File: src/rtl/mux_arb_pkg.sv
// Shared types and the rotating-priority pick function for mux-tree controllers.
// MUX_ARB_LOCK_EN is consumed by mux_rr_arbiter, not by this package.
package mux_arb_pkg;

  typedef enum logic {
    IDLE  = 1'b0,
    GRANT = 1'b1
  } state_e;

  localparam int unsigned MAX_N = 16;

  // First set bit of valid scanning ptr+1, ptr+2, ... modulo n; 0 when none is set.
  function automatic logic [3:0] rr_pick(input logic [MAX_N-1:0] valid,
                                         input logic [3:0]       ptr,
                                         input int unsigned      n);
    logic [3:0] idx;
    logic       found;
    rr_pick = '0;
    found   = 1'b0;
    for (int unsigned k = 1; k <= MAX_N; k++) begin
      idx = 4'((32'(ptr) + k) % n);
      if (k <= n && !found && valid[idx]) begin
        rr_pick = idx;
        found   = 1'b1;
      end
    end
  endfunction

endpackage

File: src/rtl/mux_arb_rr_pick.sv
// Combinational round-robin pick: rotate priority past ptr and encode the winner.
// Reusable by any mux-tree controller that owns an SW-bit select code.
module mux_arb_rr_pick
  import mux_arb_pkg::*;
#(
  parameter  int unsigned N  = 4,
  localparam int unsigned SW = $clog2(N)
) (
  input  logic [N-1:0]  valid,
  input  logic [SW-1:0] ptr,
  output logic [SW-1:0] idx,
  output logic          any
);

  logic [MAX_N-1:0] valid_ext;
  logic [3:0]       ptr_ext;

  always_comb begin
    valid_ext         = '0;
    valid_ext[N-1:0]  = valid;
    ptr_ext           = '0;
    ptr_ext[SW-1:0]   = ptr;
  end

  assign idx = SW'(rr_pick(valid_ext, ptr_ext, N));
  assign any = |valid;

endmodule

File: src/rtl/mux_rr_arbiter.sv
// Round-robin arbiter owning the mux_tree select code and a registered output beat.
// Optional packet lock via `define MUX_ARB_LOCK_EN (grant held until a last beat).
module mux_rr_arbiter
  import mux_arb_pkg::*;
#(
  parameter  int unsigned N  = 4,
  parameter  int unsigned W  = 8,
  localparam int unsigned SW = $clog2(N)
) (
  input  logic           clk,
  input  logic           rst,
  input  logic [N-1:0]   in_valid,
  input  logic [N*W-1:0] in_data,
  input  logic [N-1:0]   in_last,
  output logic [N-1:0]   in_ready,
  output logic           out_valid,
  output logic [W-1:0]   out_data,
  output logic           out_last,
  input  logic           out_ready,
  output logic [SW-1:0]  out_sel,
  output logic           busy
);

  state_e        state_q, state_d;
  logic [SW-1:0] rr_ptr_q, rr_ptr_d;
  logic [SW-1:0] out_sel_q, out_sel_d;
  logic          out_valid_q, out_valid_d;
  logic [W-1:0]  out_data_q, out_data_d;
  logic          out_last_q, out_last_d;

  logic [SW-1:0] pick_idx;
  logic          pick_any;
  logic [W-1:0]  sel_data;
  logic          sel_ready;
  logic          accept;
  logic          rel;

  mux_arb_rr_pick #(.N(N)) u_pick (
    .valid (in_valid),
    .ptr   (rr_ptr_q),
    .idx   (pick_idx),
    .any   (pick_any)
  );

  assign sel_data = in_data[out_sel_q*W +: W];

  always_comb begin
    state_d     = state_q;
    rr_ptr_d    = rr_ptr_q;
    out_sel_d   = out_sel_q;
    out_valid_d = out_valid_q;
    out_data_d  = out_data_q;
    out_last_d  = out_last_q;
    in_ready    = '0;
    sel_ready   = 1'b0;
    accept      = 1'b0;
    rel         = 1'b0;

    // Draining applies in IDLE too, so a final beat left after release still empties.
    if (out_valid_q && out_ready) out_valid_d = 1'b0;

    case (state_q)
      IDLE: begin
        if (pick_any) begin
          out_sel_d = pick_idx;
          state_d   = GRANT;
        end
      end
      GRANT: begin
        sel_ready           = !out_valid_q || out_ready;
        in_ready[out_sel_q] = sel_ready;
        accept              = in_valid[out_sel_q] && sel_ready;
        if (accept) begin
          out_valid_d = 1'b1;
          out_data_d  = sel_data;
          out_last_d  = in_last[out_sel_q];
        end
`ifdef MUX_ARB_LOCK_EN
        rel = accept && in_last[out_sel_q];
`else
        rel = accept;
`endif
        if (rel) begin
          rr_ptr_d = out_sel_q;
          state_d  = IDLE;
        end
      end
      default: state_d = IDLE;
    endcase
  end

  always_ff @(posedge clk) begin
    if (rst) begin
      state_q     <= IDLE;
      rr_ptr_q    <= SW'(N - 1);
      out_sel_q   <= '0;
      out_valid_q <= 1'b0;
      out_data_q  <= '0;
      out_last_q  <= 1'b0;
    end else begin
      state_q     <= state_d;
      rr_ptr_q    <= rr_ptr_d;
      out_sel_q   <= out_sel_d;
      out_valid_q <= out_valid_d;
      out_data_q  <= out_data_d;
      out_last_q  <= out_last_d;
    end
  end

  assign out_valid = out_valid_q;
  assign out_data  = out_data_q;
  assign out_last  = out_last_q;
  assign out_sel   = out_sel_q;
  assign busy      = (state_q == GRANT);

endmodule
File: config.mk
export PLATFORM = sky130hd
export DESIGN_NAME = mux_rr_arbiter
export DESIGN_NICKNAME = d
export VERILOG_FILES = /design/src/rtl/mux_arb_pkg.sv /design/src/rtl/mux_arb_rr_pick.sv /design/src/rtl/mux_rr_arbiter.sv
export SDC_FILE = /design/constraint.sdc
export NUM_CORES = 1
export LEC_CHECK = 0
export CAP_MARGIN = 15
export CORE_MARGIN = 5
export CORE_UTILIZATION = 36
export DETAILED_ROUTE_END_ITERATION = 16
export GPL_ROUTABILITY_DRIVEN = 0
export GPL_TIMING_DRIVEN = 0
export HOLD_SLACK_MARGIN = 0.06
export PLACE_DENSITY = 0.83
export SLEW_MARGIN = 20
export SYNTH_ARGS = -nofsm -noshare
export SYNTH_HDL_FRONTEND = slang
export SYNTH_SLANG_ARGS = --single-unit
File: constraint.sdc
create_clock -name clk -period 1.9 [get_ports clk]
set_input_delay 0.19 -clock clk [delete_from_list [all_inputs] [get_ports clk]]
set_output_delay 0.19 -clock clk [all_outputs]
set_load 0.1 [all_outputs]
==> flow_metrics.tcl <==
set metrics [dict create \
    clk_pin_slew_ns 0.09 \
    critical_path_arrival_ns 1.94 \
    startpoint_type "register" \
    htreeDepth 1 \
    grt-ovfl-total 0 \
    rows 18 \
    synthSimpleGateAreaFrac_pct 15.4 \
    wirelength_um 2780 \
    insertion_delay_ns 0.29 \
    dieArea_um2 3690 \
    antenna_found_initial 0 \
    ios 60 \
    first_pass_iters 4 \
    synth-xor-area-share_pct 0 \
    detail-route-antenna-nets 0 \
    yosys.area_share.adder_pct 0 \
    crit_chain "buf_6 -> mux4_2 -> nand3_2 -> buf_12 -> mux2i_1 -> nor2_1" \
    slew_viol_final 0 \
    cts_buffer_depth 2 \
    tightestPinTransition_ns 0.977 \
    setup_ws_ns 0.124 \
    clock-skew-final_ns 0.00316 \
    worst_path_largest_cell_delay_ns 0.55 \
    synth-compound-area-share_pct 10.4 \
    first_global_vias 951 \
    cts_tree "done" \
    synth_top_family_by_area "multiplexers" \
    netlist_area_um2 928 \
    cts_setup_buffers 0 \
    synth-seq-cells 15 \
    initial_core_util_pct 37.5 \
    dp_hpwl_um 2290 \
    tns_ns 0 \
    synth.distinct_cells 28 \
    fin_nets 197 \
    wl_per_cell_um 15.2 \
    post_cts.resized_instances 36 \
    dieWidth_um 60.8 \
    hp-class "register to register" \
    layout-drive-gt1-share_pct 20.9 \
    fp.dieH_um 60.8 \
    max_freq_mhz 563 \
    clock-root-buffer "clkbuf_4" \
    drc 0 \
    worst_ep_required_time_ns 2.07 \
    hold_viol 0 \
    numPlacedInstances 180 \
    diodes 0 \
    area_growth_pct 73.9 \
    synth_top_area_cell "dfxtp_1" \
    path_buf_inv 2 \
    synth_nets 134 \
    vdd_drop_max_mv 0.450 \
    crit_slowest_cell "mux4_2" \
    synth_area_per_cell_um2 10.2 \
    portBuffers 59 \
    vias_per_cell 5.34 \
    slew_headroom_pct 35.1 \
    fp.coreArea_um2 2480 \
    grtUsageTotal_pct 15.2 \
    finalNonFillerCells 183 \
    cts_hold_buf 0 \
    outcome "completed" \
    cap_violations 0 \
    cts_buffers 3 \
    setup_viol 0 \
    ys_seq_area_share_pct 32.3 \
    drtIter0Drc 24 \
    power_density_nw_per_um2 751 \
    synth.area.top_cells "dfxtp_1 32%, mux4_2 24%, mux2i_1 11%, nor2_1 7.3%, buf_12 2.2%" \
    netlist_instances 91 \
    finalCritPeriodShare_pct 93.5 \
    route.vias.total 977 \
    synth_top_area_share_pct 32.3 \
    cp_top_family "multiplexers" \
    worst-path-max-fanout 15 \
    crit_type "register to register" \
    worstSetupEndpointType "register" \
    period_needed_ns 1.78 \
    grt_pass1_wl_um 4210 \
    grt_max_degree 16 \
    rsz0062_at_grt "false" \
    ys_warn_count 0 \
    p_leak_uw 0.000705 \
    clock_sinks 15 \
    place_ws_ns -0.678 \
    synth_mux_area_share_pct 35.0 \
]
## report_power, final
part,switching (uW),total [uW],internal (uW),leakage (uW)
clock,108,186,78.2,0.0000177
combinational,407,651,244,0.000562
sequential,25.2,375,349,0.000125
## worst min-delay path: stages (launching register included)
cell and delay, ns:
dfxtp_1 0.33, mux2i_1 0.06, nor2_1 0.07
## sequential cells by signal, summed over array words and instances (netlist names)
name and cells:
busy 1, rr_ptr_q 2, out_sel 2, out_data 8, out_valid 1, out_last 1
## per-layer routing
metal	GRT usage [%]	up-vias	part of all wire, %
li1	-	473	-
met1	17.1	457	38
met2	26.9	43	49
met3	4.68	4	12
met4	5.57	0	0.83
met5	0	-	0
## synth_stat cells
cell type	instances
buf_2	2
nand3_2	1
buf_12	1
nand3_1	2
buf_6	1
o21bai_1	1
inv_2	1
nor4_1	1
a211o_1	1
a21o_1	1
a211oi_1	1
dfxtp_1	15
mux2i_1	10
and2_1	1
o21ai_0	1
mux4_2	10
o21ai_1	1
a21oi_1	2
nor3_1	3
a31oi_1	1
a311oi_1	1
o221ai_1	2
inv_1	3
o22ai_1	2
nand2_1	4
nor2_1	18
clkbuf_1	2
nand2b_1	2
## area by class of cell
class / instances / area, um2
Buffer: 5 / 47.5
Clock buffer: 3 / 22.5
Clock inverter: 1 / 5.00
Fill cell: 204 / 863
Inverter: 4 / 15.0
Multi-Input combinational cell: 66 / 602
Sequential cell: 15 / 313
Tap cell: 30 / 37.5
Timing Repair Buffer: 59 / 572
## per-stage QoR
| step | power, uW | cell area [um2] | hold slack (ns) | utilization (%) |
|---|---|---|---|---|
| 6_report | 1210 | 1610 | 0.499 | 65.2 |
| 5_1_grt | 1280 | 1610 | 0.535 | 65.2 |
| 4_1_cts | 1220 | 1600 | 0.511 | 64.7 |
| 3_5_place_dp | 1060 | 1610 | 0.492 | 65.0 |
| 3_3_place_gp | 1050 | 1610 | 0.475 | 65.0 |
| 2_1_floorplan | 862 | 982 | 0.252 | - |
## final timing paths
kind,startpoint,depth (start not counted),to,slack [ns]
setup / recovery,out_sel[1],6,out_data[1],0.12
hold / removal,out_data[3],2,out_data[3],0.50
setup reg to reg,out_sel[1],6,out_data[1],0.12
hold reg to reg,out_data[3],2,out_data[3],0.50
## logic make-up after synthesis
kind of cell	count (synthesis)
AOI/OAI and AO/OA	14
buffers and inverters	10
DFF	15
muxes	20
and+or+nand+nor	32
## cells in the final DEF, fill, tap and decap left out, types with 2 or more instances in the layout
cell	synthesis	final
a21oi_1	2	2
inv_1	3	3
clkbuf_4	0	4
nor3_4	0	2
mux4_2	10	10
dfxtp_1	15	11
dlygate4sd2_1	0	13
nand2_1	4	4
buf_4	0	2
nand2b_1	2	2
clkdlybuf4s50_1	0	42
nor2_4	0	2
o22ai_1	2	2
o221ai_1	2	2
nor2_1	18	16
mux2i_1	10	10
nand3_1	2	2
buf_6	1	3
dfxtp_4	0	3
Note: power is estimated with default switching activity, not from simulation.
